### config.mk
export PLATFORM = sky130hd
export DESIGN_NAME = apb_rr_master_arbiter
export DESIGN_NICKNAME = d
export VERILOG_FILES = /design/src/rtl/apb_rr_master_arbiter.sv
export SDC_FILE = /design/constraint.sdc
export NUM_CORES = 1
export LEC_CHECK = 0
export ABC_AREA = 0
export CAP_MARGIN = 20
export CORE_AREA = 2 2 156 158
export DETAILED_ROUTE_END_ITERATION = 8
export DIE_AREA = 0 0 158 160
export PLACE_DENSITY = 0.62
export SLEW_MARGIN = 20
export SYNTH_ARGS = -nofsm -noshare
export SYNTH_HDL_FRONTEND = slang
export SYNTH_SLANG_ARGS = --single-unit
### constraint.sdc
create_clock -name HCLK -period 2.7 [get_ports HCLK]
set_input_delay 0.54 -clock HCLK [delete_from_list [all_inputs] [get_ports HCLK]]
set_output_delay 0.54 -clock HCLK [all_outputs]
set_load 0.02 [all_outputs]
### src/rtl/apb_rr_master_arbiter.sv
// apb_rr_master_arbiter: round-robin share of one APB master (HCLK/HRESETn, req_* requester side, P* APB side, grant_id/busy status); define APB_TIMEOUT_EN for the ACCESS wait-state timeout
module apb_rr_master_arbiter #(
  parameter int NUM_REQ = 4,
  parameter int ADDR_WIDTH = 32,
  parameter int DATA_WIDTH = 32,
  parameter int TIMEOUT_CYCLES = 16
) (
  input  logic                          HCLK,
  input  logic                          HRESETn,
  input  logic [NUM_REQ-1:0]            req_valid,
  input  logic [NUM_REQ-1:0]            req_write,
  input  logic [NUM_REQ*ADDR_WIDTH-1:0] req_addr,
  input  logic [NUM_REQ*DATA_WIDTH-1:0] req_wdata,
  output logic [NUM_REQ-1:0]            req_done,
  output logic [DATA_WIDTH-1:0]         req_rdata,
  output logic                          req_err,
  output logic [$clog2(NUM_REQ)-1:0]    grant_id,
  output logic                          busy,
  output logic                          PSEL,
  output logic                          PENABLE,
  output logic                          PWRITE,
  output logic [ADDR_WIDTH-1:0]         PADDR,
  output logic [DATA_WIDTH-1:0]         PWDATA,
  input  logic [DATA_WIDTH-1:0]         PRDATA,
  input  logic                          PREADY,
  input  logic                          PSLVERR
);
  localparam int IW = $clog2(NUM_REQ);
  typedef enum logic [1:0] {IDLE, SETUP, ACCESS} state_t;
  state_t r_state;
  logic [IW-1:0] r_ptr, w_win;
  logic [NUM_REQ-1:0] w_rot;
  logic w_to, w_end, w_done;
  always_comb begin
    w_rot = NUM_REQ'({req_valid, req_valid} >> (r_ptr + 1'b1));
    w_win = '0;
    for (int j = NUM_REQ - 1; j >= 0; j--)
      w_win = w_rot[j] ? IW'((int'(r_ptr) + 1 + j) % NUM_REQ) : w_win;
  end
`ifdef APB_TIMEOUT_EN
  localparam int CW = $clog2(TIMEOUT_CYCLES + 1);
  logic [CW-1:0] r_cnt;
  always_ff @(posedge HCLK or negedge HRESETn)
    if (!HRESETn) r_cnt <= '0;
    else r_cnt <= r_state != ACCESS ? '0 : r_cnt + CW'(!PREADY);
  assign w_to = r_state == ACCESS && !PREADY && r_cnt == CW'(TIMEOUT_CYCLES - 1);
`else
  assign w_to = 1'b0;
`endif
  assign w_end = PREADY | w_to;
  assign w_done = r_state == ACCESS && w_end;
  assign req_done = w_done ? NUM_REQ'(1) << grant_id : '0;
  assign req_rdata = (w_done && !PWRITE && !w_to) ? PRDATA : '0;
  assign req_err = w_done && (PSLVERR || w_to);
  always_ff @(posedge HCLK or negedge HRESETn)
    if (!HRESETn) begin
      r_state <= IDLE;
      r_ptr <= IW'(NUM_REQ - 1);
      grant_id <= '0;
      busy <= 1'b0;
      PSEL <= 1'b0;
      PENABLE <= 1'b0;
      PWRITE <= 1'b0;
      PADDR <= '0;
      PWDATA <= '0;
    end else
      case (r_state)
        IDLE:
          if (|req_valid) begin
            grant_id <= w_win;
            r_ptr <= w_win;
            PADDR <= req_addr[w_win*ADDR_WIDTH +: ADDR_WIDTH];
            PWDATA <= req_wdata[w_win*DATA_WIDTH +: DATA_WIDTH];
            PWRITE <= req_write[w_win];
            PSEL <= 1'b1;
            busy <= 1'b1;
            r_state <= SETUP;
          end
        SETUP: begin
          PENABLE <= 1'b1;
          r_state <= ACCESS;
        end
        ACCESS:
          if (w_end) begin
            PSEL <= 1'b0;
            PENABLE <= 1'b0;
            busy <= 1'b0;
            r_state <= IDLE;
          end
        default: r_state <= IDLE;
      endcase
endmodule

Yosys cells after proc, flatten, opt, wreduce, memory -nomap -nowiden
Index checks and enable logic that the tools add are counted.
Storage, ports and cells
  bits in registers: 73
  output and inout bits: 107
  logic and storage cells: 49
Cells by class
  add/sub/neg operators: 5
  multiplexer cells: 15
  order comparisons: 1
  shift operators: 4
  eq/ne operators: 4
  reductions and logical operators: 12
Operators with widths (count)
  $shiftx 128x8->32: 2
  $mux 32: 1
  $mux 2: 6
  $shr 8x2->4: 1
  $add 2x1->2 const B: 3
  $pmux 2 s3: 1
  $reduce_and 2->1: 3
  $add 2x2->2 const B: 2
  $mux 4: 1
  $ne 2x2->1 const B: 2
  $pmux 1 s2: 2
  $reduce_bool 2->1: 2
  $reduce_or 4->1: 1
  $shl 1x2->4 const A: 1
  $logic_and 1x1->1: 3
  $lt 2x3->1 const B: 1
  $mux 1: 3
  $reduce_and 3->1: 1
  $bmux 1 s2: 1
  $eq 2x1->1 const B: 1
  $eq 2x2->1 const B: 1
  $logic_not 2->1: 1
  $logic_not 1->1: 1

Longest topological paths before layout
  word-level depth: 8
  depth in mapped cells: 8

Worst setup path before layout
No wires, ideal clock.
  path kind: input-to-output
  from: input PREADY
  to: output req_rdata[10]
  cell stages on the path: 5
  arrival: 1.550 ns
  slack: 0.610 ns
  required time: 2.160 ns
  cell sequence: nand2_1 or2_2 nor2_1 clkbuf_1 and2_1
Between the ends
  longest elaborated chain between the ends: 3
RTL lines
  from (decl): RTL line 25  | input logic PREADY,
  $logic_and 1x1->1: RTL line 51  | assign w_done = r_state == ACCESS && w_end;
  $logic_and 1x1->1: RTL line 53  | assign req_rdata = (w_done && !PWRITE && !w_to) ? PRDATA : '0;
  $mux 32: RTL line 53
  to (decl): RTL line 15  | output logic [DATA_WIDTH-1:0] req_rdata,
Every way passes these cells.

Final worst setup path
  from: input PREADY
  to: output req_rdata[31]
Same word-level chain as after synthesis.

==> summary.md <==
| Metric | Value |
|---|---|
| CTS tree | done |
| Mean post-synth cell area | 8.47 um^2 |
| Required time of the critical path | 2.16 ns |
| Ant diodes | 0 |
| Worst-case vdd ir drop | between 0.0003 and 0.0004 V |
| Post-layout util | 0.414 |
| Routed wire length | 23000 um |
| Placer's final routability congestion estimate | 0.773 |
| Clock net sink count | 73 |
| Worst hold margin | between 0.15 and 0.2 ns |
| Clock buffer count from CTS | 9 |
| H-tree Lvls | 3 |
| Cell family with the largest share of critical-path delay | buffers and inverters |
| DP Area | around 9700 um^2 |
| Average wire per standard cell | 17.6 um |
| Vias | roughly 6000 |
| Synthesized area | 5070 um^2 |
| Worst Setup End Kind | output port |
| Via count of the first global-routing pass | about 6100 |
| Post-Synthesis Cells | approximately 600 |
| Slew of the pin with the lowest slew margin | ~0.53 ns |
| Final antenna-violating net count | 0 |
| Sequential cell fraction of total power | 0.225 |
| Ports placed on the boundary | roughly 410 |
| Leakage Power | 0.00416 uW |
| Switching Fraction | 0.435 |
| Clk_lat worst skew | 0.34 ns |
| Sum of met2 wire segment lengths after detailed routing | around 11000 um |
| Outcome | finished, final reports clean |
| Startpoint type of the worst setup path | primary input |
| Crit path buffers/inverters | 3 |
| Port Buf Inserts | 406 |
| Achievable clock frequency | just under 0.4 GHz |
| Cell-by-cell trace of the critical path | clkdlybuf4s50_1 -> nand2_1 -> or2_2 -> nor2_4 -> clkbuf_16 -> and2_1 -> buf_2 |
| Global-route wire length before repair | ~35000 um |
| Register bit count reported by yosys | 73 |
| Cell type contributing the most total cell area after synthesis | dfrtp_1 |
| Reg clk slew, reported paths | about 0.07 ns |
| Maximum capacitance violations | 0 |
| Initial core utilization | 0.213 |
| Clock buffer depth | 2 |
| Final sum of negative setup slack | 0 ns |
| Number of remaining DRC errors | 0 |
| Switching power | just under 4000 uW |
| Max transition margin | 0.650 |
| Sum of net half-perimeters after detailed placement | 17000 um |
| 1st-iter DRT viols | approximately 300 |
| Logic pwr share | 0.634 |
| DR WL met3 | between 1500 and 2000 um |
| Part of the total power dissipated in the clock network | 0.140 |
| Mean number of vias per cell | 4.60 |
| Detailed-router iteration count before antenna repair | 4 |
| Top_reg_cell synth | dfrtp_1 |
| Cell with the most instances after synthesis | a211oi_1 |
| Post-synth EDFFs | 0 |
| Overflow left after global routing | 0 |
| Clock Skews | between 0.008 and 0.009 ns |
| Total global routing track utilization | 0.177 |
| Setup repair after global routing missed its margin | false |
| Critical Path AT | 2.03 ns |
| Total stage count of the critical path | 7 |
| Hold Path Class | in2async |
| Syn Nets | approximately 900 |
| Most frequent cells after synthesis | a211oi_1 (130), nor2_1 (74), dfrtp_1 (71), inv_1 (67), mux2i_1 (66) |
| Area share of the leading cell type in the synthesized netlist | 0.351 |
| Clock tree root driver cell | clkbuf_16 |
| Share of final-layout standard cells stronger than drive strength 1 | 0.0930 |
| Vertical die dimension | 160 um |
| Register area share after synthesis | 0.361 |
| Final critical-path required period | approximately 2.6 ns |
| Pwr Density | 909 nW/um^2 |
| Leading cell types by total area after synthesis | dfrtp_1 (35%), a211oi_1 (19%), mux2i_1 (13%) |
| Highest Signal Layer | met4 |
| Setup Crit Path Kind | in2out |
| Delay contributed by the slowest stage of the critical path | between 0.4 and 0.5 ns |
| Distinct cell type count after synthesis | 27 |
| Initial antenna violation count | 0 |
| Crit share post-route | 0.952 |
| Count of endpoints failing hold in the final timing report | 0 |
| Post-layout nets | 1284 |
| Post-synth ARST share | 1.00 |
| Largest net degree at the start of global routing | approximately 70 |
| Final setup viols | 0 |
| Wire length on met1 | between 9000 and 10000 um |
| Area Growth Syn to Fin | 94.4% |
| Final slew viol count | 0 |
| Die extent in x | 158 um |
| Critical path peak fanout | 16 |
| Post-layout instance area | a little under 10000 um^2 |
| Die footprint | between 20000 and 30000 um^2 |
| Cts hold-fix bufs | 0 |
| R2R cell count | 6 |
| FP Rows | 57 |
| Count of yosys warnings during synthesis | 0 |
| Critical-path cell with the highest stage delay | clkdlybuf4s50_1 |
| Int Power | 5060 uW |
| Area of the core | around 24000 um^2 |
[flip-flops by register name, summed over array words and instances, names as in the netlist]
name and cells:
r_state 2, r_ptr 2, PENABLE 1, PWDATA 32, PSEL 1, PADDR 32
grant_id 2, PWRITE 1
[stage by stage]
step,worst slack [ns],cells,total power (uW)
final,0.129,1313,8950
after global routing,0.0234,1313,9580
after CTS,0.000280,1312,9070
after detailed placement,-0.312,1296,7780
after global placement,-0.294,1296,7740
after floorplan,0.610,598,5090
[timing repair]
item / in CTS / in global routing
endpoints found under the setup margin: 34 / 35
cloned: 0 / 1
buffers inserted: 0 / 0
gates resized for setup: 86 / 40
hold endpoints to repair: 0 / 0
[logic make-up after synthesis]
| kind of cell | synth area share |
|---|---|
| AND/OR/NAND/NOR | 0.115 |
| multiplexers | 0.130 |
| buffers and inverters | 0.108 |
| flip-flops | 0.361 |
| AO/OA/AOI/OAI | 0.286 |
[cell type report]
cell class / count / area (um^2)
clock buffers: 10 / 239
inverters: 68 / 255
fillers: 2442 / 14000
clock inverters: 6 / 66.3
multi-input cells: 396 / 2750
repair buffers: 436 / 4310
well taps: 324 / 405
flip-flops and latches: 73 / 1830
[cells in the final DEF (no fill, tap or decap), types with 2 or more instances in the layout]
master / count
clkdlybuf4s50_1: 368
a211oi_1: 130
nor2_1: 72
dfrtp_1: 71
inv_1: 67
mux2i_1: 66
a31oi_1: 65
and2_1: 33
buf_2: 20
buf_4: 17
clkbuf_2: 13
buf_12: 13
clkbuf_16: 10
nand2_1: 4
nor2b_1: 4
a21oi_1: 4
o21ai_4: 3
clkinvlp_4: 3
dlymetal6s2s_1: 3
or2_2: 2
nor2_4: 2
a21o_1: 2
dfstp_2: 2
[metal layers]
layer | up-vias | global-route usage
li1 | 2940 | -
met1 | 2817 | 0.215
met2 | 247 | 0.302
met3 | 30 | 0.0540
met4 | 0 | 0.0475
met5 | - | 0
[power groups by stage]
stage               Combinational (uW)  Clock, uW  Sequential, uW
floorplan                         2470          0            2620
global placement                  5730          0            2010
detailed placement                5750          0            2030
CTS                               5740       1310            2020
global route                      6140       1350            2090
finish                            5680       1260            2020
[path summary, 6_finish.rpt]
check / slack, ns / start / to
hold reg to reg: 0.52 / PSEL / PSEL
max in group asynchronous: 1.92 / HRESETn / PADDR[25]
min in group HCLK: 0.52 / PSEL / PSEL
setup / recovery: 0.13 / PREADY / req_rdata[31]
hold / removal: 0.16 / HRESETn / PWDATA[22]
setup reg to reg: 0.66 / r_ptr[1] / PWDATA[6]
No activity file was read; power rests on OpenSTA's default activity.
